File: src/rtl/perif_uart_pkg.sv
// perif_uart_pkg: state encoding, byte width and start-timeout default shared by the
// UART TX arbiter slice.
package perif_uart_pkg;

  localparam int C_BYTE_W        = 8;
  localparam int C_START_TIMEOUT = 4;

  typedef enum logic [1:0] {
    ST_IDLE,
    ST_ISSUE,
    ST_WAIT_START,
    ST_WAIT_END
  } tx_arb_state_e;

  // Round-robin successor of requester idx among nb requesters.
  function automatic int rr_next(input int idx, input int nb);
    return (idx >= nb - 1) ? 0 : idx + 1;
  endfunction

endpackage

File: src/rtl/perif_rr_arbiter.sv
// perif_rr_arbiter: purely combinational round-robin winner search.
// The search starts at i_ptr and wraps from P_NB_REQ-1 back to 0.
module perif_rr_arbiter #(
  parameter int P_NB_REQ = 2,
  parameter int P_PTR_W  = $clog2(P_NB_REQ)
) (
  input  logic [P_NB_REQ-1:0] i_req,
  input  logic [P_PTR_W-1:0]  i_ptr,
  output logic [P_NB_REQ-1:0] o_gnt
);

  always_comb begin
    logic w_found;
    int   w_idx;
    o_gnt   = '0;
    w_found = 1'b0;
    w_idx   = 0;
    for (int i = 0; i < P_NB_REQ; i++) begin
      w_idx = int'(i_ptr) + i;
      if (w_idx >= P_NB_REQ) w_idx = w_idx - P_NB_REQ;
      if (!w_found && i_req[w_idx]) begin
        o_gnt[w_idx] = 1'b1;
        w_found      = 1'b1;
      end
    end
  end

endmodule

File: src/rtl/perif_uart_tx_arbiter.sv
// perif_uart_tx_arbiter: round-robin sharing of one UART transmitter by P_NB_REQ byte sources.
// Define PERIF_UART_TX_ARB_LOCK_EN to add the per-requester lock input i_req_lock.
module perif_uart_tx_arbiter
  import perif_uart_pkg::*;
#(
  parameter int P_NB_REQ        = 2,
  parameter int P_START_TIMEOUT = C_START_TIMEOUT
) (
  input  logic                         i_clk,
  input  logic                         i_rst,
  input  logic                         i_en,
  input  logic [P_NB_REQ-1:0]          i_req_valid,
  input  logic [C_BYTE_W*P_NB_REQ-1:0] i_req_data,
  output logic [P_NB_REQ-1:0]          o_req_ready,
`ifdef PERIF_UART_TX_ARB_LOCK_EN
  input  logic [P_NB_REQ-1:0]          i_req_lock,
`endif
  output logic [P_NB_REQ-1:0]          o_grant,
  output logic                         o_wr_en,
  output logic [C_BYTE_W-1:0]          o_data_tx,
  input  logic                         i_tx_full,
  output logic                         o_err
);

  localparam int L_PTR_W = $clog2(P_NB_REQ);
  localparam int L_CNT_W = $clog2(P_START_TIMEOUT + 1);
  localparam logic [L_CNT_W-1:0] L_CNT_LAST = L_CNT_W'(P_START_TIMEOUT - 1);

  tx_arb_state_e        r_state, w_state_nxt;
  logic [P_NB_REQ-1:0]  r_grant, w_grant_nxt;
  logic [C_BYTE_W-1:0]  r_data, w_data_nxt;
  logic [L_PTR_W-1:0]   r_ptr, w_ptr_nxt;
  logic [L_CNT_W-1:0]   r_cnt, w_cnt_nxt;
  logic                 r_err, w_err_nxt;

  logic [P_NB_REQ-1:0]  w_arb_req;
  logic [P_NB_REQ-1:0]  w_win;
  logic [C_BYTE_W-1:0]  w_win_data;
  int                   w_win_idx;
  logic                 w_accept;

  perif_rr_arbiter #(
    .P_NB_REQ (P_NB_REQ),
    .P_PTR_W  (L_PTR_W)
  ) u_rr_arbiter (
    .i_req (w_arb_req),
    .i_ptr (r_ptr),
    .o_gnt (w_win)
  );

  // Reset gates acceptance so o_req_ready is low while reset is held.
  assign w_accept = (r_state == ST_IDLE) && i_en && !i_rst && (|w_win);

  always_comb begin
    w_win_data = '0;
    w_win_idx  = 0;
    for (int k = 0; k < P_NB_REQ; k++) begin
      if (w_win[k]) begin
        w_win_data = i_req_data[C_BYTE_W*k +: C_BYTE_W];
        w_win_idx  = k;
      end
    end
  end

`ifdef PERIF_UART_TX_ARB_LOCK_EN
  logic [P_NB_REQ-1:0] r_lock, w_lock_nxt;
  logic                w_lock_hold;

  // A held lock narrows arbitration to its owner, even when the owner has nothing to send.
  always_comb begin
    w_lock_hold = |(r_lock & i_req_lock);
    w_arb_req   = w_lock_hold ? (i_req_valid & r_lock) : i_req_valid;
    w_lock_nxt  = r_lock;
    if (!i_en) begin
      w_lock_nxt = '0;
    end else if (r_state == ST_IDLE) begin
      if (w_accept)          w_lock_nxt = w_win & i_req_lock;
      else if (!w_lock_hold) w_lock_nxt = '0;
    end
  end

  always_ff @(posedge i_clk or posedge i_rst) begin
    if (i_rst) r_lock <= '0;
    else       r_lock <= w_lock_nxt;
  end
`else
  always_comb w_arb_req = i_req_valid;
`endif

  always_comb begin
    w_state_nxt = r_state;
    w_grant_nxt = r_grant;
    w_data_nxt  = r_data;
    w_ptr_nxt   = r_ptr;
    w_cnt_nxt   = r_cnt;
    w_err_nxt   = 1'b0;
    if (!i_en) begin
      w_state_nxt = ST_IDLE;
      w_grant_nxt = '0;
      w_cnt_nxt   = '0;
    end else begin
      case (r_state)
        ST_IDLE: begin
          if (w_accept) begin
            w_state_nxt = ST_ISSUE;
            w_grant_nxt = w_win;
            w_data_nxt  = w_win_data;
            w_ptr_nxt   = L_PTR_W'(rr_next(w_win_idx, P_NB_REQ));
            w_cnt_nxt   = '0;
          end
        end
        ST_ISSUE: begin
          w_state_nxt = ST_WAIT_START;
          w_cnt_nxt   = '0;
        end
        ST_WAIT_START: begin
          if (i_tx_full) begin
            w_state_nxt = ST_WAIT_END;
          end else if (r_cnt == L_CNT_LAST) begin
            w_state_nxt = ST_IDLE;
            w_grant_nxt = '0;
            w_err_nxt   = 1'b1;
          end else begin
            w_cnt_nxt = r_cnt + L_CNT_W'(1);
          end
        end
        ST_WAIT_END: begin
          if (!i_tx_full) begin
            w_state_nxt = ST_IDLE;
            w_grant_nxt = '0;
          end
        end
        default: w_state_nxt = ST_IDLE;
      endcase
    end
  end

  always_ff @(posedge i_clk or posedge i_rst) begin
    if (i_rst) begin
      r_state <= ST_IDLE;
      r_grant <= '0;
      r_data  <= '0;
      r_ptr   <= '0;
      r_cnt   <= '0;
      r_err   <= 1'b0;
    end else begin
      r_state <= w_state_nxt;
      r_grant <= w_grant_nxt;
      r_data  <= w_data_nxt;
      r_ptr   <= w_ptr_nxt;
      r_cnt   <= w_cnt_nxt;
      r_err   <= w_err_nxt;
    end
  end

  assign o_req_ready = w_accept ? w_win : '0;
  assign o_grant     = r_grant;
  assign o_wr_en     = (r_state == ST_ISSUE);
  assign o_data_tx   = r_data;
  assign o_err       = r_err;

endmodule

File: config.mk
export PLATFORM = sky130hd
export DESIGN_NAME = perif_uart_tx_arbiter
export DESIGN_NICKNAME = d
export VERILOG_FILES = /design/src/rtl/perif_uart_pkg.sv /design/src/rtl/perif_rr_arbiter.sv /design/src/rtl/perif_uart_tx_arbiter.sv
export SDC_FILE = /design/constraint.sdc
export NUM_CORES = 1
export LEC_CHECK = 0
export CORE_MARGIN = 2
export CORE_UTILIZATION = 37
export CTS_BUF_LIST = sky130_fd_sc_hd__clkbuf_16
export DETAILED_ROUTE_END_ITERATION = 16
export PLACE_DENSITY = 0.76
export REMOVE_ABC_BUFFERS = 1
export SLEW_MARGIN = 20
export SYNTH_ARGS = -nofsm -noshare
export SYNTH_HDL_FRONTEND = slang
export SYNTH_SLANG_ARGS = --single-unit
File: constraint.sdc
create_clock -name i_clk -period 1.8 [get_ports i_clk]
set_clock_uncertainty 0.1 [all_clocks]
set_input_delay 0.27 -clock i_clk [delete_from_list [all_inputs] [get_ports i_clk]]
set_output_delay 0.27 -clock i_clk [all_outputs]
set_load 0.01 [all_outputs]
==> results.cfg <==
[sta]
setup_viol = 0
worst_slew_pin_slew_ns = 0.356
slew_viol_final = 0
fmax_ghz = 0.571
final.setup.tns_ns = 0
relSlewSlack_pct = 76.3
final-hold-violation-count = 0
period_share_pct = 97.2
period_minus_slack_ns = 1.75
rsz0062_at_grt = no

[finish]
area_delta_synth_final_pct = 72.6
antenna_cells = 0
fin_area_sq_um = 1510
multiInputGateArea_sq_um = 448
final_nets = 152
num-fill-cells = 186
drive_above_1_share_pct = 34.6
seq_area_sq_um = 425

[routing]
ant_nets = 0
wirelength_um = 2210
post-route-drc-count = 0
viasPerCell = 5.38
wl_per_cell_um = 14.3
vias = 834
dr.pass1.iters = 4
first_iter_violations = 5

[run_status]
status = completed

[floorplanning]
core_sq_um = 2230
start_util_pct = 39.2
core.rowCount = 17
die_h_um = 52.7
io_pins = 36
fp.dieW_um = 52.7
dieArea_sq_um = 2770

[yosys]
synthCells = 71
syn-cell-area_sq_um = 876
synth.area.top_cells = dfrtp_1, a32o_1, mux2_2, o21bai_1, ha_1
synth_top_area_cell = dfrtp_1
post-synth-top-count-cell = dfrtp_1
synth_common_cells = dfrtp_1, a32o_1, mux2_2, o21bai_1, nand2_1
ys_ff_latch = 17
yosysSeqAreaShare_pct = 48.6
synth_top_cell_area_share_pct = 48.6
avgSynthCellArea_sq_um = 12.3
synth_edf_count = 0
synth_warnings = 0
synthFlopType = dfrtp_1
synthDistinctLibCells = 29
async_reset_ff_share_pct = 100

[clock_network]
clockBufferDepth = 2
cts_root_buffer = clkbuf_16
cts_made_buffers = 3
worstSkewPairLatency_ns = 0.24
cts_tree = yes
clkSlewWorstSetupHoldPaths_ns = 0.05
htreeDepth = 1
postCtsHoldBufs = 0
cts_sinks = 17

[global_route]
antenna_found_initial = 0
grt_pass1_vias = 845
grt_pass1_wl_um = 3620
overflow = 0
grt_max_degree = 16
grt_usage_pct = 17.8

[power_and_ir_drop]
power_density_nw_per_um2 = 931
leakage_nw = 0.688
peakVddDrop_v = 0.000740

[worst_setup_path]
critPathArrivalTime_ns = 1.78
start_kind = flip-flop
path_class = flip-flop to flip-flop
crit_required_ns = 1.83
end_kind = flip-flop
crit_fanout = 3

[worst_hold_path]
hp-class = input pin to async pin

[placed_design]
place_hpwl_um = 1610
port_buffers = 35
place_area_sq_um = 1370
place.gp.congestion = 0.767

[job]
drv_cap = 0
[layout make-up]
class                           instances  area share, %
Tap cell                               28           2.32
Clock inverter                          1          0.248
Sequential cell                        17           28.1
Clock buffer                            3           4.97
Timing Repair Buffer                   55           34.2
Multi-Input combinational cell         49           29.6
Inverter                                2          0.497
[layout by cell type (no fill, tap or decap), types with 2 or more instances in the layout]
master	netlist	final
a21oi_1	2	2
nand2_1	3	3
nor2_1	2	2
inv_1	2	3
mux2_2	8	8
buf_4	0	18
ha_2	0	2
buf_2	0	2
dfrtp_1	17	17
dlygate4sd2_1	0	3
a32o_1	10	9
o21bai_1	4	4
clkdlybuf4s50_1	0	30
clkbuf_16	0	4
[stage by stage]
step / hold slack, ns / util [%] / cells / power, mW / setup slack [ns]
finish: 0.102 / 67.7 / 155 / 1.41 / 0.0501
global route: 0.122 / 67.7 / 155 / 1.49 / 0.00374
CTS: 0.100 / 65.0 / 151 / 1.41 / 0.0129
detailed placement: 0.377 / 61.2 / 146 / 0.967 / -0.367
global placement: 0.379 / 61.2 / 146 / 0.955 / -0.329
floorplan: 0.0961 / - / 68 / 0.697 / 0.0753
[cell families after synthesis]
| group | after synthesis | synth area share [%] |
|---|---|---|
| flops | 17 | 48.6 |
| buf+inv | 5 | 3.00 |
| mux | 8 | 10.3 |
| compound gates | 23 | 22.7 |
| simple gates | 16 | 12.6 |
| fa+ha+maj | 2 | 2.86 |
[registers in the layout, indices dropped and copies added, names as in the netlist]
name       count
r_state        2
o_grant        2
r_cnt          3
o_data_tx      8
o_err          1
r_ptr          1
[repair_timing]
item / 4_1_cts / 5_1_grt
pin swaps: 3 / 1
setup buffers: 1 / 3
resized for setup: 15 / 4
gates cloned: 0 / 1
setup endpoints to repair: 4 / 5
endpoints found under the hold margin: 0 / 0
[routing by layer]
layer,track usage (%),up-vias,part of all wire [%]
met5,0,-,0
met4,6.41,0,2.3
met3,5.14,6,7.0
met2,32.1,35,50
met1,19.6,405,41
li1,-,388,-
[worst max-delay path, cell delays in order, from the launching register on]
cell,delay (ns)
dfrtp_1,0.39
ha_2,0.18
ha_2,0.17
or3_4,0.33
a32o_2,0.27
a32o_1,0.20
[path summary, 6_finish.rpt]
kind / startpoint / to / slack, ns / depth (start not counted)
hold reg to reg: r_cnt[2] / r_cnt[2] / 0.40 / 1
setup reg to reg: r_cnt[1] / r_cnt[1] / 0.05 / 5
min in group i_clk: r_cnt[2] / r_cnt[2] / 0.40 / 1
max in group asynchronous: i_rst / o_data_tx[4] / 1.10 / 4
hold / removal: i_rst / r_state[1] / 0.10 / 3
setup / recovery: r_cnt[1] / r_cnt[1] / 0.05 / 5
[report_power, final]
| group | switching (mW) | leakage (nW) | internal [mW] |
|---|---|---|---|
| registers | 0.0478 | 0.221 | 0.460 |
| clock network | 0.135 | 0.0423 | 0.294 |
| logic | 0.175 | 0.424 | 0.295 |
| total | 0.357 | 0.688 | 1.05 |
Power figures use the tool's default switching activity.
==> patch 1, RTL diff (same flow settings) <==
Encoding of `tx_arb_state_e`: now one-hot (4 bits for 4 states).
--- a/src/rtl/perif_uart_pkg.sv
+++ b/src/rtl/perif_uart_pkg.sv
@@ -5,11 +5,11 @@
   localparam int C_BYTE_W        = 8;
   localparam int C_START_TIMEOUT = 4;
 
-  typedef enum logic [1:0] {
-    ST_IDLE,
-    ST_ISSUE,
-    ST_WAIT_START,
-    ST_WAIT_END
+  typedef enum logic [3:0] {
+    ST_IDLE       = 4'b0001,
+    ST_ISSUE      = 4'b0010,
+    ST_WAIT_START = 4'b0100,
+    ST_WAIT_END   = 4'b1000
   } tx_arb_state_e;
 
   // Round-robin successor of requester idx among nb requesters.
Formal check against the unedited RTL: same outputs for any inputs over 10 cycles, from zero or initial values and one cycle with i_rst high; not proved beyond that.
==> patch 1 against the original RTL <==
Combinational power is 6.6% higher; utilization shrank 4.5 points; worst hold slack improved by 0.23 ns; first-iteration DRC count rose to 5.0 times the old value; setup slack worse by 0.010 ns; cell area grew 16%; area after synthesis rose by 24%; routed wire length is 32% higher; via count is 26% higher; sequential cell count rose by 2; final cell count up 22%; power up 7.6%; largest cell class is now multi-input gates; highest routed layer unchanged.
==> patch 1: results (changes against the original RTL) <==
Int Pwr 0.001098 W (+4.6%); Final HPWL DP 2213 um (+37%); worst r2r dst r_cnt[0]$_DFFE_PP0P_; Placement Setup Slack -0.4756 ns (-0.1090 ns); Reg-to-Reg Start r_cnt[0]$_DFFE_PP0P_; CP max stage delay 0.45 ns (+0.06 ns); Comb group 0.000501 W (+6.6%); detailed-route wire length per cell 15.43 um (+8.3%); Post-Place Cell Area 0.001619 mm^2 (+18%); crit path max fanout 4 (+1); peak supply drop 0.0005379 V (-27%); Rel. slew slack 73.22% (-3.1 points); share of cells above drive strength 1 31.01% (-3.6 points); Synth area leaders dfrtp_1 41%, o2bb2ai_1 6.4%, a22oi_1 5.5%, inv_1 3.1%, o211a_1 2.8%; NumNets Final 183 (+20%); outcome completed; first-pass GRT wire length 4864 um (+34%); crit path capture o_req_ready[0]; synth unique cells 41 (+41%); largest net degree at the start of global routing 21 (+5); Clock group 0.000450 W (+4.9%); CP startpoint r_state[1]$_DFFE_PP0P_; routability-driven placement congestion ratio 0.8486 (+11%); Initial DRC Count 25 (+20); arrival time at the worst endpoint 1.39 ns (-0.39 ns); commonest cells in the netlist 18 x dfrtp_1, 9 x inv_1, 8 x a22oi_1, 8 x o2bb2ai_1, 4 x a21oi_1; leakage dissipation 0.7790 nW (+13%); Reg2Reg Depth 6 (+1); number of global-route vias before repair 1122 (+33%); CP max stage cell dfrtp_2; Tcrit/Tclk final 97.78% (+0.57 points); Vias/cell 5.571 (+3.5%)
-- patch 1: cell count changes after synthesis, sizes merged, moves of 7 or more --
cell     change
mux2         -8
inv          +7
a32o        -10
o2bb2ai      +7
a22oi        +8
-- patch 1: tightest hold or removal path, stage by stage --
cell	delay [ns]
clkdlybuf4s50_1	0.42
inv_1	0.09
buf_4	0.27
-- patch 1: stage by stage --
step | instances | TNS [ns] | power [W]
finish | 189 | 0 | 0.001513
CTS | 189 | 0 | 0.001521
global route | 189 | -0.02105 | 0.001596
detailed placement | 184 | -1.945 | 0.001046
floorplan | 96 | 0 | 0.0007659
global placement | 184 | -1.231 | 0.001033
-- patch 1: per-layer routing --
metal | routed length (um) | vias up | GRT usage [%]
met5 | 0 | - | 0
li1 | - | 507 | -
met1 | 1230 | 498 | 22.46
met4 | 63 | 0 | 9.967
met3 | 178 | 7 | 4.464
met2 | 1442 | 41 | 31.82
-- patch 1: repair_timing --
item / CTS / global route
setup buffers: 1 / 0
endpoints found under the hold margin: 0 / 0
endpoints found under the setup margin: 4 / 6
resized for setup: 21 / 6
cloned: 0 / 0
pin swaps: 2 / 6
-- patch 1: logic make-up after synthesis --
kind of cell | Yosys count | share of synthesized area [%]
AOI/OAI and AO/OA | 44 | 32.68
and+or+nand+nor | 21 | 15.19
DFF | 19 | 43.84
buffers and inverters | 12 | 5.178
adders and majority gates | 2 | 2.301
xor gates and xnor gates | 1 | 0.8057
-- patch 1: cell type report --
cell class | instances | area (um^2)
Fill cell | 224 | 1023
Multi-Input combinational cell | 68 | 608.1
Timing Repair Buffer | 58 | 519.2
Sequential cell | 19 | 478.0
Clock buffer | 3 | 75.07
Tap cell | 31 | 38.79
Inverter | 9 | 33.78
Clock inverter | 1 | 5.005
==> patch 2, RTL diff (config.mk and constraints unchanged) <==
Without the edit above. Build with the macro `PERIF_UART_TX_ARB_LOCK_EN` defined.
--- a/src/rtl/perif_uart_tx_arbiter.sv
+++ b/src/rtl/perif_uart_tx_arbiter.sv
@@ -1,5 +1,7 @@
 // perif_uart_tx_arbiter: round-robin sharing of one UART transmitter by P_NB_REQ byte sources.
 // Define PERIF_UART_TX_ARB_LOCK_EN to add the per-requester lock input i_req_lock.
+`define PERIF_UART_TX_ARB_LOCK_EN
+
 module perif_uart_tx_arbiter
   import perif_uart_pkg::*;
 #(
Interface: changed (added i_req_lock); port bits go from 36 to 38. The function was not compared with the original's and may differ.
==> patch 2 against the original RTL <==
The run now ends with negative setup slack left; die area increased by 11%; routed wire length up 35%; power up 2.0%; register-to-register slack got worse by 0.18 ns; clock power up 6.8%; cell area increased by 9.5%; final cell count rose by 14%; sequential cell count is 2 higher; setup slack lost 0.31 ns; area after synthesis rose by 12%; largest cell class is now multi-input gates; highest routed layer unchanged.
==> patch 2: results (changes against the original RTL) <==
largest net degree at the start of global routing 14 (-2); final hold slack 0.1747 ns (+0.07253 ns); asr flop ratio synth 100.0% (unchanged); Sw Share 26.58% (+1.2 points); CP max stage delay 0.60 ns (+0.21 ns); Placement Setup Slack -0.7939 ns (-0.4273 ns); fill count 199 (+7.0%); syn avg cell area 11.02 um^2 (-11%); Max clock buf depth 2 (unchanged); Vias/cell 5.483 (+1.9%); outcome complete, but fails checks; antenna violations before repair 0 (unchanged); peak supply drop 0.0006090 V (-18%); Final Cell Area 0.001655 mm^2 (+9.5%); first-pass GRT wire length 4740 um (+31%); gr usage total 19.66% (+1.8 points); leakage dissipation 0.7377 nW (+7.3%); Final HPWL DP 2090 um (+29%); Num CTS Buffers 3 (unchanged); final setup vio count 12 (+12); final WL 2978 um (+35%); Clock Latency Late Sink roughly 0.25 ns; Ys Warns 0 (unchanged); Reg2Reg Depth 5 (unchanged); routability-driven placement congestion ratio 0.8042 (+4.9%); post-route insts no fill 176 (+14%); crit path max fanout 3 (unchanged); # port buffers 37 (+5.7%); Initial DRC Count 25 (+20); synth unique cells 29 (unchanged); Net Switching 0.0003815 W (+6.8%); number of global-route vias before repair 1019 (+21%); CP startpoint r_state[1]$_DFFE_PP0P_; sequential share of the synthesized area 48.47% (-0.10 points); crit path capture o_req_ready[1]; Max H-tree Level 1 (unchanged); flop-to-flop setup slack -0.13 ns (-0.18 ns); arrival time at the worst endpoint 1.69 ns (-0.09 ns); Post-Place Cell Area 0.001515 mm^2 (+11%); Final TNS setup -1.441 ns (-1.441 ns); Comb group 0.000440 W (-6.4%); Root Buffer clkbuf_16; Rel. slew slack 69.71% (-6.6 points); worst r2r dst o_data_tx[7]$_DFFE_PP0P_; Synth area leaders dfrtp_1 48%, a221o_1 10%, nor2b_1 6.4%, and4bb_2 2.6%, ha_1 2.6%; share of cells above drive strength 1 24.66% (-10 points); Clk pin slew, worst setup/hold paths 0.06 ns; number of iterations in the first detailed-routing pass 4 (unchanged); Sequential Power Share 37.4% (+1.3 points); commonest cells in the netlist 19 x dfrtp_1, 10 x a221o_1, 10 x nor2b_1; Hold Path Class in -> async; violated checks negative setup slack; placed cells 170 (+16%); final worst slack -0.2626 ns (-0.3128 ns); CP max stage cell or4b_4; drt drc 0 (unchanged); Largest register FFs 8 (unchanged); diode count 0 (unchanged)
patch 2: final cells by class:
cell class              count  area share [%]
multi-input cells          63           31.97
repair buffers             56           31.29
flip-flops and latches     19           28.80
clock buffers               3           4.535
well taps                  30           2.268
inverters                   4          0.9070
clock inverters             1          0.2268
patch 2: logic make-up after synthesis:
logic type | share of synthesized area (%)
compound gates | 22.19
fa+ha+maj | 2.551
buf+inv | 2.933
flops | 48.47
simple gates | 23.85
patch 2: metal layers:
metal	routed length (um)	global-route usage (%)	vias up
met1	1246	22.62	471
met2	1550	36.22	33
met4	30	5.226	0
met5	0	0	-
li1	-	-	457
met3	151	4.450	4
patch 2: what timing repair did:
action | in CTS | in global routing
pin swaps | 6 | 1
buffers inserted | 1 | 0
endpoints found under the setup margin | 20 | 18
resized for setup | 23 | 6
cloned | 1 | 0
patch 2: worst max-delay path: cells and delay by family, from the launching register on:
kind,cells,cell delay [ns]
AO/OA/AOI/OAI,1,0.27
buffers and inverters,1,0.19
flip-flops,1,0.38
AND/OR/NAND/NOR,1,0.60
